==> src/rtl/asyn_fifo_rd_drain.sv <==
// Read-side drain for the async FIFO: credit-gated rinc, one-cycle rdata capture, 2-entry skid buffer to a valid/ready stream.
// Optional counters rd_count / stall_cycles are built only when ASYN_FIFO_RD_STATS_EN is defined.
module asyn_fifo_rd_drain #(
  parameter int DSIZE     = 8,
  parameter int BUF_DEPTH = 2
) (
  input  logic             rclk,
  input  logic             rrst,
  input  logic             en,
  input  logic             rempty,
  input  logic [DSIZE-1:0] rdata,
  output logic             rinc,
  output logic             m_valid,
  output logic [DSIZE-1:0] m_data,
  input  logic             m_ready,
  output logic             busy
`ifdef ASYN_FIFO_RD_STATS_EN
  ,
  output logic [31:0]      rd_count,
  output logic [15:0]      stall_cycles
`endif
);

  // state | meaning
  // IDLE  | draining disabled, no read in flight
  // RUN   | rinc may be issued when the FIFO has data and credits remain
  // STOP  | en dropped; wait for any in-flight word before going idle
  typedef enum logic [1:0] {IDLE, RUN, STOP} state_t;

  localparam logic [2:0] DEPTH = 3'(BUF_DEPTH);

  state_t           state, state_nxt;
  logic [1:0]       occ, occ_nxt;
  logic             infl;
  logic             rd_ptr, wr_ptr;
  logic [DSIZE-1:0] mem [2];
  logic             pop;
  logic             credit_ok;

  assign pop     = m_valid && m_ready;
  assign m_valid = (occ != 2'd0);
  assign m_data  = mem[rd_ptr];
  assign busy    = (state != IDLE) || (occ != 2'd0);

  // A word leaving this cycle frees its slot for a read issued now; this is the m_ready->rinc path.
  assign credit_ok = ({1'b0, occ} + {2'b00, infl}) < (DEPTH + {2'b00, pop});
  assign rinc      = (state == RUN) && !rempty && !rrst && credit_ok;

  always_comb begin
    state_nxt = state;
    case (state)
      IDLE:    if (en) state_nxt = RUN;
      RUN:     if (!en) state_nxt = STOP;
      STOP:    if (!infl) state_nxt = en ? RUN : IDLE;
      default: state_nxt = IDLE;
    endcase
  end

  always_comb begin
    occ_nxt = occ;
    case ({infl, pop})
      2'b10:   occ_nxt = occ + 2'd1;
      2'b01:   occ_nxt = occ - 2'd1;
      default: occ_nxt = occ;
    endcase
  end

  always_ff @(posedge rclk) begin
    if (rrst) begin
      state  <= IDLE;
      occ    <= 2'd0;
      infl   <= 1'b0;
      rd_ptr <= 1'b0;
      wr_ptr <= 1'b0;
      for (int i = 0; i < 2; i++) mem[i] <= '0;
    end else begin
      state <= state_nxt;
      occ   <= occ_nxt;
      infl  <= rinc;
      if (infl) begin
        mem[wr_ptr] <= rdata;
        wr_ptr      <= ~wr_ptr;
      end
      if (pop) rd_ptr <= ~rd_ptr;
    end
  end

`ifdef ASYN_FIFO_RD_STATS_EN
  always_ff @(posedge rclk) begin
    if (rrst) begin
      rd_count     <= 32'd0;
      stall_cycles <= 16'd0;
    end else begin
      if (pop) rd_count <= rd_count + 32'd1;
      if (m_valid && !m_ready && (stall_cycles != 16'hFFFF))
        stall_cycles <= stall_cycles + 16'd1;
    end
  end
`endif

endmodule
==> config.mk <==
export PLATFORM = sky130hd
export DESIGN_NAME = asyn_fifo_rd_drain
export DESIGN_NICKNAME = d
export VERILOG_FILES = /design/src/rtl/asyn_fifo_rd_drain.sv
export SDC_FILE = /design/constraint.sdc
export NUM_CORES = 1
export LEC_CHECK = 0
export CAP_MARGIN = 15
export CORE_UTILIZATION = 40
export DETAILED_ROUTE_END_ITERATION = 8
export PLACE_DENSITY = 0.77
export SYNTH_ARGS = -nofsm -noshare
export SYNTH_HDL_FRONTEND = slang
export SYNTH_SLANG_ARGS = --single-unit
==> constraint.sdc <==
create_clock -name rclk -period 2.1 [get_ports rclk]
set_clock_uncertainty 0.2 [all_clocks]
set_input_delay 0.315 -clock rclk [delete_from_list [all_inputs] [get_ports rclk]]
set_output_delay 0.315 -clock rclk [all_outputs]
set_load 0.005 [all_outputs]
==> flow_metrics.env <==
export IMPL_wl_mm=1.90
export IMPL_route_detailed_drc=0
export IMPL_path_cells="mux2_2, clkdlybuf4s50_1"
export IMPL_post_drt_via_cell_ratio=5.04
export IMPL_synthesis_nets=100
export IMPL_grt_pass1_wl_mm=2.92
export IMPL_power_uw=883
export IMPL_avgSynthCellArea_um2=12.9
export IMPL_synth_area_leader_cell="edfxtp_1"
export IMPL_port_buffer_count=23
export IMPL_drtIter0Drc=10
export IMPL_grt_overflow=0
export IMPL_required_ns=1.58
export IMPL_crit_type="reg -> out"
export IMPL_critPathMaxStageDelay_ns=0.44
export IMPL_wl_met3_um=94
export IMPL_routed_wl_met2_mm=1.00
export IMPL_gr_usage_all_layers_pct=14.3
export IMPL_grt_max_degree=13
export IMPL_ys_warn_count=0
export IMPL_fillCellCount=232
export IMPL_cts_root_buf="clkbuf_4"
export IMPL_finalSetupViolations=0
export IMPL_dpl_cell_area_um2=1370
export IMPL_hold_viol=0
export IMPL_num_vias=716
export IMPL_drt_first_pass_iters=4
export IMPL_stdcell_area_um2=1420
export IMPL_row_count=18
export IMPL_top_layer="met4"
export IMPL_synth_edff_count=16
export IMPL_nets=130
export IMPL_ys_flop_type="edfxtp_1"
export IMPL_drv_slew=0
export IMPL_cp_arrival_ns=1.52
export IMPL_gp_congestion=0.706
export IMPL_slew_headroom_pct=76.0
export IMPL_p_per_area_nw_per_um2=623
export IMPL_synth_area_leaders="edfxtp_1 (44%), dfxtp_1 (15%), and2_1 (9.2%), mux2_2 (8.3%), ha_1 (3.5%)"
export IMPL_fin_tns_setup_ns=0
export IMPL_die_area_um2=2920
export IMPL_tightest_slew_ns=0.360
export IMPL_die_w_um=54.1
export IMPL_hp_class="reg -> reg"
export IMPL_critPathSlowestCell="clkdlybuf4s50_1"
export IMPL_fmax_ghz=0.491
export IMPL_dpl_hpwl_mm=1.38
export IMPL_synth_async_sr_flop_share_pct=0
export IMPL_whs_ns=0.336
export IMPL_dpl_worst_slack_ns=-0.296
export IMPL_wl_met1_um=795
export IMPL_h_tree_depth=1
export IMPL_ys_seq_elements=24
export IMPL_cts_buffer_depth=2
export IMPL_post_route_min_period_ns=2.04
export IMPL_clkTransAtPathRegs_ns=0.12
export IMPL_synth_seq_area_share_pct=59.1
export IMPL_synth_top_area_share_pct=44.3
export IMPL_setup_ws_ns=0.0615
export IMPL_cts_made_buffers=3
export IMPL_ios=24
export IMPL_diodes=0
export IMPL_synthesis_area_um2=1080
export IMPL_clkSinkCount=24
export IMPL_drive_gt1_share_pct=24.1
export IMPL_antenna_found_initial=0
export IMPL_cp_max_fo=8
export IMPL_tritoncts="built"
export IMPL_vdd_drop_max_mv=0.370
export IMPL_routedWlPerCell_um=13.4
export IMPL_initial_core_util_pct=43.0
export IMPL_maxCapViolCount=0
export IMPL_clk_latency_ns=0.30
export IMPL_drtAntennaViolNets=0
export IMPL_cp_end_kind="primary output"
export IMPL_cp_start_kind="flip-flop"
export IMPL_syn_inst=84
export IMPL_synth_top_cells_by_count="and2_1 (16), edfxtp_1 (16), dfxtp_1 (8), mux2_2 (8), nor2_1 (5)"
export IMPL_dieHeight_um=54.1
export IMPL_core_area_um2=2520
export IMPL_rsz0062_at_grt="false"
export IMPL_grt_pass1_vias=719
export IMPL_synth_distinct_cells=21
export IMPL_outcome="finished clean"
export IMPL_p_leak_uw=0.000569
export IMPL_period_share_pct=97.1
export IMPL_areaGrowthSynthToFinish_pct=30.6
## logic make-up after synthesis
kind of cell,after synthesis,share of synthesized area [%]
compound gates,7,3.46
flops,24,59.1
mux,8,8.30
buf+inv,5,1.96
fa+ha+maj,3,3.46
xor+xnor,4,3.23
simple gates,33,20.5
## final cells by class
type                       count  area (um^2)  share of cell area (%)
timing repair buffer          27          255                    18.0
clock buffer                   3         22.5                    1.59
inverter                       3         11.3                   0.795
tap                           30         37.5                    2.65
sequential                    24          646                    45.6
multi-input combinational     55          444                    31.4
## cell usage in the layout, fill, tap and decap left out, drive strengths merged, types with 2 or more instances in the layout
| cell type | netlist | final |
|---|---|---|
| clkdlybuf4s50 | 0 | 19 |
| and2 | 16 | 16 |
| edfxtp | 16 | 16 |
| mux2 | 8 | 8 |
| dfxtp | 8 | 8 |
| buf | 2 | 6 |
| nor2 | 5 | 5 |
| o21ai | 4 | 4 |
| inv | 3 | 3 |
| clkbuf | 0 | 3 |
| ha | 3 | 3 |
| or2 | 2 | 2 |
| or3 | 2 | 2 |
| nor3 | 2 | 2 |
| xor2 | 2 | 2 |
| xnor2 | 2 | 2 |
| a21oi | 2 | 2 |
| dlymetal6s2s | 0 | 2 |
| nor4b | 2 | 2 |
## metrics by stage
step / util (%) / cells
final: 56.2 / 142
after global placement: 54.4 / 139
after CTS: 55.4 / 142
after floorplan: - / 84
after global routing: 56.2 / 142
after detailed placement: 54.4 / 139
## registers in the layout, summed over array words and instances, names as in the netlist, named ones only
signal and cells:
infl 1, mem 16, occ 2, rd_ptr 1, state 2, wr_ptr 1
## worst max-delay path, delay by kind of cell (launching register included)
| family | cells | cell delay, ns |
|---|---|---|
| buffers and inverters | 1 | 0.44 |
| DFF | 1 | 0.43 |
| muxes | 1 | 0.35 |
## final timing paths
| check | end | slack, ns | from | cells after the start |
|---|---|---|---|---|
| worst max-delay path | m_data[1] | 0.06 | flip-flop | 2 |
| worst min-delay path | rd_ptr$_SDFFE_PP0P_ | 0.34 | rd_ptr$_SDFFE_PP0P_ | 2 |
| worst max register to register | occ[1]$_SDFFE_PP0P_ | 0.15 | occ[0]$_SDFFE_PP0P_ | 7 |
| worst min register to register | rd_ptr$_SDFFE_PP0P_ | 0.34 | rd_ptr$_SDFFE_PP0P_ | 2 |
## power by group
| group | internal, uW | leakage, uW | switching (uW) |
|---|---|---|---|
| Combinational | 93.6 | 0.000323 | 52.9 |
| Clock | 66.9 | 0.0000138 | 127 |
| Sequential | 526 | 0.000232 | 16.1 |
| Total | 687 | 0.000569 | 196 |
## what timing repair did
item	4_1_cts	5_1_grt
hold buffers	0	0
endpoints found under the setup margin	10	3
pin swaps	0	1
gates resized for setup	13	4
setup buffers	0	0
## routing by layer
metal  GRT usage (%)  vias to the layer above
met5               0                        -
met4            5.13                        0
met3            3.11                        2
met2            26.1                       18
met1            16.0                      340
li1                -                      356
Note: power is estimated with default switching activity, not from simulation.
